`config.mk`:
```
export PLATFORM = sky130hd
export DESIGN_NAME = rs_branch_flat
export DESIGN_NICKNAME = d
export VERILOG_FILES = /design/src/rtl/rs_branch_pkg.sv /design/src/rtl/rs_branch_if.sv /design/src/rtl/rs_branch_pick_oldest.sv /design/src/rtl/rs_branch.sv /design/src/flat_wrapper.sv
export SDC_FILE = /design/constraint.sdc
export NUM_CORES = 2
export LEC_CHECK = 0
export CAP_MARGIN = 20
export CORE_MARGIN = 5
export CORE_UTILIZATION = 35
export CTS_BUF_LIST = sky130_fd_sc_hd__clkbuf_8 sky130_fd_sc_hd__clkbuf_16
export DETAILED_ROUTE_END_ITERATION = 8
export PLACE_DENSITY = 0.54
export SLEW_MARGIN = 20
export SYNTH_ARGS = -nofsm -noshare
export SYNTH_HDL_FRONTEND = slang
export SYNTH_SLANG_ARGS = --single-unit
```
`constraint.sdc`:
```
create_clock -name clk -period 18.85 [get_ports clk]
set_input_delay 5.655 -clock clk [delete_from_list [all_inputs] [get_ports clk]]
set_output_delay 5.655 -clock clk [all_outputs]
set_load 0.02 [all_outputs]
```
`src/rtl/rs_branch_pkg.sv`:
```
// rs_pkg: shared types and helpers for the branch reservation station.
//   TAG_NONE   - tag value meaning "operand already valid / no broadcast"
//   cdb_t      - common data bus broadcast {tag, value}
//   rs_entry_t - one reservation-station slot
//   rs_wakeup  - applies a CDB broadcast to both operands of an entry
package rs_pkg;

    localparam logic [5:0] TAG_NONE = 6'd0;

    typedef struct packed {
        logic [5:0]  tag;
        logic [31:0] value;
    } cdb_t;

    typedef struct packed {
        logic        valid;
        logic [9:0]  inst;
        logic [5:0]  dest;
        logic [5:0]  tag1;
        logic [31:0] val1;
        logic [5:0]  tag2;
        logic [31:0] val2;
        logic [31:0] addr;
    } rs_entry_t;

    // A zero tag never matches, so an idle bus (tag 0) leaves entries untouched.
    function automatic rs_entry_t rs_wakeup(input rs_entry_t e, input cdb_t c);
        rs_entry_t r;
        r = e;
        if (e.tag1 != TAG_NONE && e.tag1 == c.tag) begin
            r.val1 = c.value;
            r.tag1 = TAG_NONE;
        end
        if (e.tag2 != TAG_NONE && e.tag2 == c.tag) begin
            r.val2 = c.value;
            r.tag2 = TAG_NONE;
        end
        return r;
    endfunction

endpackage

```
`src/rtl/rs_branch_if.sv`:
```
// rs_branch_if: dispatch, CDB and issue signals of the branch reservation station.
//   dispatch_*  - micro-op presented by dispatch (valid, inst, dest, tags, values, addr)
//   cdb         - {tag, value} broadcast, tag 0 = idle
//   full        - station cannot accept a dispatch
//   en / rs2exe - registered issue to the branch/jump executor
// modport master: the dispatch/CDB side; modport slave: the reservation station.
interface rs_branch_if #(parameter int TAG_W = 6);
    logic              dispatch_valid;
    logic [9:0]        dispatch_inst;
    logic [5:0]        dispatch_dest;
    logic [5:0]        dispatch_tag1;
    logic [5:0]        dispatch_tag2;
    logic [31:0]       dispatch_val1;
    logic [31:0]       dispatch_val2;
    logic [31:0]       dispatch_addr;
    logic [TAG_W+31:0] cdb;
    logic              full;
    logic              en;
    logic [111:0]      rs2exe;

    modport master (
        output dispatch_valid, dispatch_inst, dispatch_dest, dispatch_tag1,
               dispatch_tag2, dispatch_val1, dispatch_val2, dispatch_addr, cdb,
        input  full, en, rs2exe
    );

    modport slave (
        input  dispatch_valid, dispatch_inst, dispatch_dest, dispatch_tag1,
               dispatch_tag2, dispatch_val1, dispatch_val2, dispatch_addr, cdb,
        output full, en, rs2exe
    );
endinterface

```
`src/rtl/rs_branch_pick_oldest.sv`:
```
// rs_pick_oldest: fixed-priority encoder, index 0 (oldest) wins.
//   ready - per-entry ready vector
//   grant - one-hot grant of the lowest-index ready entry
//   found - at least one entry is ready
module rs_pick_oldest #(
    parameter int DEPTH = 4
) (
    input  logic [DEPTH-1:0] ready,
    output logic [DEPTH-1:0] grant,
    output logic             found
);
    always_comb begin
        grant = '0;
        found = 1'b0;
        for (int i = 0; i < DEPTH; i++) begin
            if (ready[i] && !found) begin
                grant[i] = 1'b1;
                found    = 1'b1;
            end
        end
    end
endmodule

```
`src/rtl/rs_branch.sv`:
```
// rs_branch: reservation station + oldest-first issue for the branch/jump unit.
//   clk   - clock
//   reset - synchronous active-high reset (also clears rs2exe)
//   flush - synchronous clear of all entries and the issue valid
//   bus   - rs_branch_if.slave: dispatch, CDB snoop, full, en/rs2exe issue
// Entries form a shifting queue: index 0 is oldest, occupied slots are contiguous.
module rs_branch
    import rs_pkg::*;
#(
    parameter int DEPTH = 4,
    parameter int TAG_W = 6
) (
    input  logic        clk,
    input  logic        reset,
    input  logic        flush,
    rs_branch_if.slave  bus
);
    localparam int CW = $clog2(DEPTH + 1);

    rs_entry_t        q     [DEPTH];
    rs_entry_t        q_nxt [DEPTH];
    rs_entry_t        woke  [DEPTH];
    rs_entry_t        disp_e;
    cdb_t             cdb_in;
    logic [DEPTH-1:0] ready, grant, sh;
    logic             found, accept;
    logic [CW-1:0]    cnt, cnt_nxt;
    logic [111:0]     iss_bus;
    logic             full_p1, en_p1;
    logic [111:0]     rs2exe_p1;

    assign cdb_in.tag   = bus.cdb[32 +: TAG_W];
    assign cdb_in.value = bus.cdb[31:0];

    always_comb begin
        for (int i = 0; i < DEPTH; i++)
            ready[i] = q[i].valid && q[i].tag1 == TAG_NONE && q[i].tag2 == TAG_NONE;
    end

    rs_pick_oldest #(.DEPTH(DEPTH)) u_pick (
        .ready (ready),
        .grant (grant),
        .found (found)
    );

    // Conservative full: a slot freed by this cycle's issue is not reused.
    assign accept = bus.dispatch_valid & ~full_p1 & ~flush;

    // Incoming micro-op with CDB forwarding for a same-cycle broadcast.
    always_comb begin
        disp_e.valid = 1'b1;
        disp_e.inst  = bus.dispatch_inst;
        disp_e.dest  = bus.dispatch_dest;
        disp_e.tag1  = bus.dispatch_tag1;
        disp_e.val1  = bus.dispatch_val1;
        disp_e.tag2  = bus.dispatch_tag2;
        disp_e.val2  = bus.dispatch_val2;
        disp_e.addr  = bus.dispatch_addr;
        disp_e       = rs_wakeup(disp_e, cdb_in);
    end

    always_comb begin
        iss_bus = '0;
        for (int i = 0; i < DEPTH; i++) begin
            woke[i] = rs_wakeup(q[i], cdb_in);
            // sh[i]: entry i is at or above the issued slot and must move down.
            sh[i] = (i == 0) ? grant[0] : (sh[i-1] | grant[i]);
            if (grant[i])
                iss_bus = {q[i].inst, q[i].dest, q[i].val1, q[i].val2, q[i].addr};
        end
        for (int i = 0; i < DEPTH - 1; i++)
            q_nxt[i] = sh[i] ? woke[i+1] : woke[i];
        q_nxt[DEPTH-1] = sh[DEPTH-1] ? '0 : woke[DEPTH-1];
        // After the shift the first free slot is count-1 when an issue happened.
        if (accept) begin
            for (int i = 0; i < DEPTH; i++)
                if (i == int'(cnt) - int'(found))
                    q_nxt[i] = disp_e;
        end
        cnt_nxt = cnt + CW'(accept) - CW'(found);
    end

    // ---- stage p1: entry array, count and issue register ----
    always_ff @(posedge clk) begin
        if (reset || flush) begin
            cnt     <= '0;
            full_p1 <= 1'b0;
            en_p1   <= 1'b0;
            for (int i = 0; i < DEPTH; i++)
                q[i].valid <= 1'b0;
        end else begin
            cnt     <= cnt_nxt;
            full_p1 <= (cnt_nxt == CW'(DEPTH));
            en_p1   <= found;
            q       <= q_nxt;
        end
    end

    // rs2exe holds its last value while nothing issues.
    always_ff @(posedge clk) begin
        if (reset)
            rs2exe_p1 <= '0;
        else if (found && !flush)
            rs2exe_p1 <= iss_bus;
    end

    assign bus.full   = full_p1;
    assign bus.en     = en_p1;
    assign bus.rs2exe = rs2exe_p1;

endmodule

```
`src/flat_wrapper.sv`:
```
// flat-port wrapper written by rule: the top's interface ports become plain ports
module rs_branch_flat import rs_pkg::*;
#(
    parameter int DEPTH = 4,
    parameter int TAG_W = 6
)
  (clk, reset, flush, bus_dispatch_valid, bus_dispatch_inst, bus_dispatch_dest, bus_dispatch_tag1, bus_dispatch_tag2, bus_dispatch_val1, bus_dispatch_val2, bus_dispatch_addr, bus_cdb, bus_full, bus_en, bus_rs2exe);
  rs_branch_if #(.TAG_W(TAG_W)) bus_i ();
  input  logic clk;
  input  logic reset;
  input  logic flush;
  input wire logic [$bits(bus_i.dispatch_valid)-1:0] bus_dispatch_valid;
  input wire logic [$bits(bus_i.dispatch_inst)-1:0] bus_dispatch_inst;
  input wire logic [$bits(bus_i.dispatch_dest)-1:0] bus_dispatch_dest;
  input wire logic [$bits(bus_i.dispatch_tag1)-1:0] bus_dispatch_tag1;
  input wire logic [$bits(bus_i.dispatch_tag2)-1:0] bus_dispatch_tag2;
  input wire logic [$bits(bus_i.dispatch_val1)-1:0] bus_dispatch_val1;
  input wire logic [$bits(bus_i.dispatch_val2)-1:0] bus_dispatch_val2;
  input wire logic [$bits(bus_i.dispatch_addr)-1:0] bus_dispatch_addr;
  input wire logic [$bits(bus_i.cdb)-1:0] bus_cdb;
  output wire logic [$bits(bus_i.full)-1:0] bus_full;
  output wire logic [$bits(bus_i.en)-1:0] bus_en;
  output wire logic [$bits(bus_i.rs2exe)-1:0] bus_rs2exe;
  assign bus_i.dispatch_valid = bus_dispatch_valid;
  assign bus_i.dispatch_inst = bus_dispatch_inst;
  assign bus_i.dispatch_dest = bus_dispatch_dest;
  assign bus_i.dispatch_tag1 = bus_dispatch_tag1;
  assign bus_i.dispatch_tag2 = bus_dispatch_tag2;
  assign bus_i.dispatch_val1 = bus_dispatch_val1;
  assign bus_i.dispatch_val2 = bus_dispatch_val2;
  assign bus_i.dispatch_addr = bus_dispatch_addr;
  assign bus_i.cdb = bus_cdb;
  assign bus_full = bus_i.full;
  assign bus_en = bus_i.en;
  assign bus_rs2exe = bus_i.rs2exe;
  rs_branch #(.DEPTH(DEPTH), .TAG_W(TAG_W)) u_core (.clk(clk), .reset(reset), .flush(flush), .bus(bus_i));
endmodule
```
# After elaboration in Yosys (flattened, before gate mapping)
# Cells that the tools add are included.
# totals
out_inout_bits,114
regBits,617
input_bits,166
word_cells,136
# classes
n_eq_ne,14
add_sub_neg,3
n_mux,30
bitwise,7
reduce_logical,46
# op_table
op,n
$mux W125,8
$mux W500,1
$mux W112,4
$mux W38,10
$eq A3 B32 Y1 const A,2
$eq A6 B6 Y1,10
$reduce_bool A6 Y1,10
$logic_not A6 Y1,8
$eq A2 B32 Y1 const A,1
$logic_not A32 Y1,1
$logic_and A1 B1 Y1,22
$mux W1,7
$logic_not A1 Y1,4
$sub A3 B1 Y4,1
$add A3 B1 Y3,1
$eq A3 B3 Y1 const B,1
$or A1 B1 Y1,3
$sub A3 B1 Y3,1
$and A1 B1 Y1,2
$not A1 Y1,2
$logic_or A1 B1 Y1,1

# Longest topological paths before layout
# depth
ltp_word,17
ltp_mapped,19
depth_no_buf,13

# Hierarchy
# Synthesis repeated with hierarchy kept, for this count alone.
# hier_totals
hier_cells,3551
hier_area_um2,35487.8
# modules_own_cells
module,n_inst,cells_per_inst,area_per_inst_um2,seq_area_each_um2
rs_branch,1,3546,35450.2,17316.6
rs_pick_oldest,1,5,37.5,0.0

# Worst setup path after synthesis
# OpenSTA, ideal clock, no wires.
# synth_timing
path_type,in2reg
from,in flush
to,reg u_core.q[0] (netlist name) (enable)
setup_ns,0.843
slack_ns,2.201
arrival_time_ns,15.806
cell_stages,4
cell_sequence,buf_2 or2_2 clkbuf_1 inv_1
# synth_via
elab_chain_cells,1
# synth_lines
item,line_no,rtl
"start, declared",flat_wrapper.sv:11,input logic flush;
$logic_or A1 B1 Y1,rs_branch.sv:85,if (reset || flush) begin
"end signal, assigned",rs_branch.sv:95,q <= q_nxt;
"end, declared",rs_branch.sv:20,rs_entry_t q [DEPTH];
# No other way between the ends.
# A chain may end at the register's enable or synchronous reset.

# Worst setup path in the final report
# layout_timing
from,in flush
to,reg u_core.q[478] (netlist name) (enable)
# Same word-level chain as after synthesis.

==> results.md <==
Clocking:
- The CTS clock-pin slew for the worst setup and hold paths is 0.05 ns.
- Post-CTS repair changed the size of 0 cells.
- The clock latency on the worst-skew pair is 0.64 ns.
- The depth of the CTS H-tree is 3.
- The number of CTS-inserted buffers is 77.
- The clock sink count is 617.
- The post-CTS setup buffer count is 0.
- TritonCTS built the clock tree.
- The hold buffer count at CTS is 0.
- The maximum clock path buffer count is 3.
- The root buffer cell is clkbuf_16.

Die:
- After floorplanning, the core was divided into around 120 placement rows.
- The area enclosed by the die boundary is around 110000 sq um.
- The vertical extent of the die is 334 microns.
- The starting density of the core is 0.354.
- The number of primary I/O pins is 280.
- The die boundary width is 334 microns.
- The core region is 104000 sq um.

Hold path:
- The worst hold endpoint is u_core.bus.rs2exe[110]$_SDFFE_PP0P_.
- Along the worst hold path, the cell count comes to 2.
- The class of the tightest hold or removal check is reg2reg.
- The hold path startpoint is u_core.bus.rs2exe[110]$_SDFFE_PP0P_.

Critical path:
- By startpoint and endpoint, the worst setup path is classified as in2reg.
- Across all register-to-register paths, the minimum setup slack is 12.86 ns.
- The startpoint identified for the worst register-to-register timing path is u_core.q[190]$_DFFE_PN_.
- In this design, the stage delay of the slowest critical-path cell is 0.86 ns.
- The most numerous cell type found on the critical path is buf_4.
- In this run the critical register-to-register path is captured at u_core.q[323]$_DFFE_PN_.
- The largest fanout of any net on the critical path is 126.
- The logic depth of the worst path, buffers included is 6.
- The type of element capturing the critical path is a flop.
- The slowest stage cell on the critical path is buf_4.
- The number of buffers and inverters on the critical path is 5.
- The most critical setup path has its startpoint at flush.
- Data on the critical path arrives at its endpoint at 9.74 ns.
- The dominant delay contributor by cell family on the critical path is buffers and inverters.
- STA classifies the critical path startpoint as an input port.
- The critical path required time is 19.11 ns.
- The number of cell instances on the worst register-to-register path is 15.
- Traced cell by cell, the critical path runs through buf_4 -> or2_2 -> inv_8 -> buf_4 -> buf_4 -> buf_4.

Logic synthesis:
- The total of flip-flops plus latches after synthesis is slightly above 600.
- The share of the synthesized area in the top cell type is 0.405.
- The number of distinct library cells after synthesis is a little over 60.
- The post-synthesis cell count is ~4000.
- nand2_1 is the most common cell in the netlist.
- In the synthesized netlist, the cells that appear most often are nand2_1 (632), edfxtp_1 (496), nor2_1 (439), clkbuf_1 (345), a31oi_1 (253).
- In the synthesized netlist the async set-or-reset flop fraction comes to 0.
- Of the synthesized area, sequential elements account for 0.471.
- Yosys printed 0 warnings.
- The number of synthesized flops with an enable pin is 496.
- Ranked by total cell area, the synthesized netlist is headed by edfxtp_1 (41%), dfxtp_1 (6.6%), nand2_1 (6.5%).
- The synthesized cell area is 36800 sq um.
- Counting every net in the synthesized netlist gives 4187.
- The mean instance size in the synthesized netlist is 9.16 sq um.
- The top flip-flop cell by instance count after synthesis is edfxtp_1.
- Summed over all instances, the cell type with the most area after synthesis is edfxtp_1.

Finish:
- Relative to the synthesized area, the layout overhead comes to 16.2%.
- The number of nets in the finished design is 4167.
- The number of inserted filler cells in the final layout is about 10000.
- The fraction of final layout cells sized beyond drive strength 1 is 0.0890.

STA:
- The hold violation count in the final report is 0.
- The max-slew violation count was 0.
- Setup violations remaining at the end of the flow were counted as 0.
- The part of the cycle the worst path needs is 0.503.
- The setup slack after layout is around 9.4 ns.
- The worst hold slack across all endpoints is 0.491 ns.
- The accumulated negative setup slack is 0 ns.
- For the finished layout, the period the worst path requires is 9.48 ns.
- The largest clock skew in the final design is 0.0229 ns.
- The headroom to the max-slew limit is 0.228.
- The transition time at the pin with the least slew margin is between 1 and 1.5 ns.
- The highest attainable clock frequency is 106 MHz.
- Setup repair after global routing left no endpoint under its margin.

Placement:
- Port buffering added 279 buffers.
- The placed wire-length estimate after detailed placement is 83.7 mm.
- At the end of routability-driven placement, the weighted congestion stood at 0.808.
- Before CTS, the worst setup slack after placement is 8.77 ns.

Routing:
- The via count of the routed design is 33800.
- The initial detailed-routing violation count is between 3000 and 4000.
- The remaining antenna violation count is 0.
- The routed design has roughly 150 mm of wire.
- For this run, design rule violations remaining after detail routing come to 0.
- Dividing the detail-routed wire length by the instance count gives 28.3 microns.
- The first detailed-routing pass took 6 iterations.
- In the routed layout, each cell is associated on average with a via count of 6.22.

Global route:
- The global-route usage over all layers is 0.260.
- Entering global routing, the biggest net connects 152 pins.
- The final global-route overflow total is 0.
- The first global-routing pass estimated 221 mm of wire.
- The via count of the first global-routing pass is 32400.
- The number of antenna violations at the first check in global routing was 4.

Flow run:
- The tool flagged a number of max-cap violations equal to 0.

Power and ir drop:
- The total power of the final layout is 3.27 mW.
- Summed over all cells, the static leakage comes to 14.5 nW.
- The total power density per cell area is 76.5 nW/um^2.
- The worst-case vdd ir drop is 0.0643 mV.

Outcome:
- The flow ran to the end, and the final reports show no timing, DRC or antenna violations.
cell usage in the layout, fill, tap and decap left out, types with 79 or more instances in the layout:
cell type	n
or3_1	114
edfxtp_1	496
clkdlybuf4s50_1	277
nand2_1	627
a21oi_1	85
nor3_1	209
mux2i_1	223
nor2_1	437
dfxtp_1	121
o22ai_1	128
a31oi_1	253
nor4_1	99
clkbuf_16	79
sequential cells by signal (all words and copies together), names as in the netlist:
name,flops
u_core.bus.en,1
u_core.bus.rs2exe,112
u_core.q,500
u_core.cnt,3
u_core.bus.full,1
worst min-delay path, stage by stage, from the launching register on:
cell	delay, ns
dfxtp_1	0.30
nor2_1	0.09
nor3_1	0.05
layout make-up:
type | count | area, sq um | share of cell area
Tap cell | 1380 | 1730 | 0.0404
Multi-Input combinational cell | 2939 | 17900 | 0.418
Sequential cell | 617 | 17300 | 0.406
Clock buffer | 87 | 2090 | 0.0489
Inverter | 8 | 38.8 | 0.000908
Timing Repair Buffer | 352 | 3360 | 0.0788
Antenna cell | 1 | 2.50 | 0.0000586
Clock inverter | 53 | 297 | 0.00695
worst max path at each step:
stage	to
final	u_core.q[478]$_DFFE_PN_
after global placement	u_core.q[100]$_DFFE_PN_
after global routing	u_core.q[66]$_DFFE_PN_
after floorplan	u_core.q[0]$_DFFE_PN_
after CTS	u_core.q[64]$_DFFE_PN_
after detailed placement	u_core.q[192]$_DFFE_PN_
per-stage QoR:
step	util	cell area [sq um]	cells
final	0.411	42700	5437
after global routing	0.411	42700	5436
after CTS	0.411	42700	5435
after detailed placement	0.388	40300	5295
after global placement	0.388	40300	5295
after floorplan	-	36800	4015
where the power goes:
group	switching [mW]	internal (mW)	total, mW
Clock	0.620	0.817	1.44
Combinational	0.164	0.101	0.265
Sequential	0.0315	1.53	1.56
logic make-up (layout without fill, tap and decap cells):
logic type,Yosys count,after routing,share of synthesized area
other cells,0,1,0
buf+inv,459,500,0.0509
xor+xnor,58,58,0.0138
fa+ha+maj,6,6,0.00225
simple gates,1660,1660,0.201
compound gates,990,990,0.199
mux,225,225,0.0613
flops,617,617,0.471
metal layers:
layer | routed length (microns) | part of all wire | track usage
met5 | 41 | 0.00027 | 0
met4 | 7200 | 0.047 | 0.115
met3 | 14000 | 0.091 | 0.0486
met2 | 70200 | 0.46 | 0.417
met1 | 62400 | 0.41 | 0.345
(Power assumes the default switching activity.)
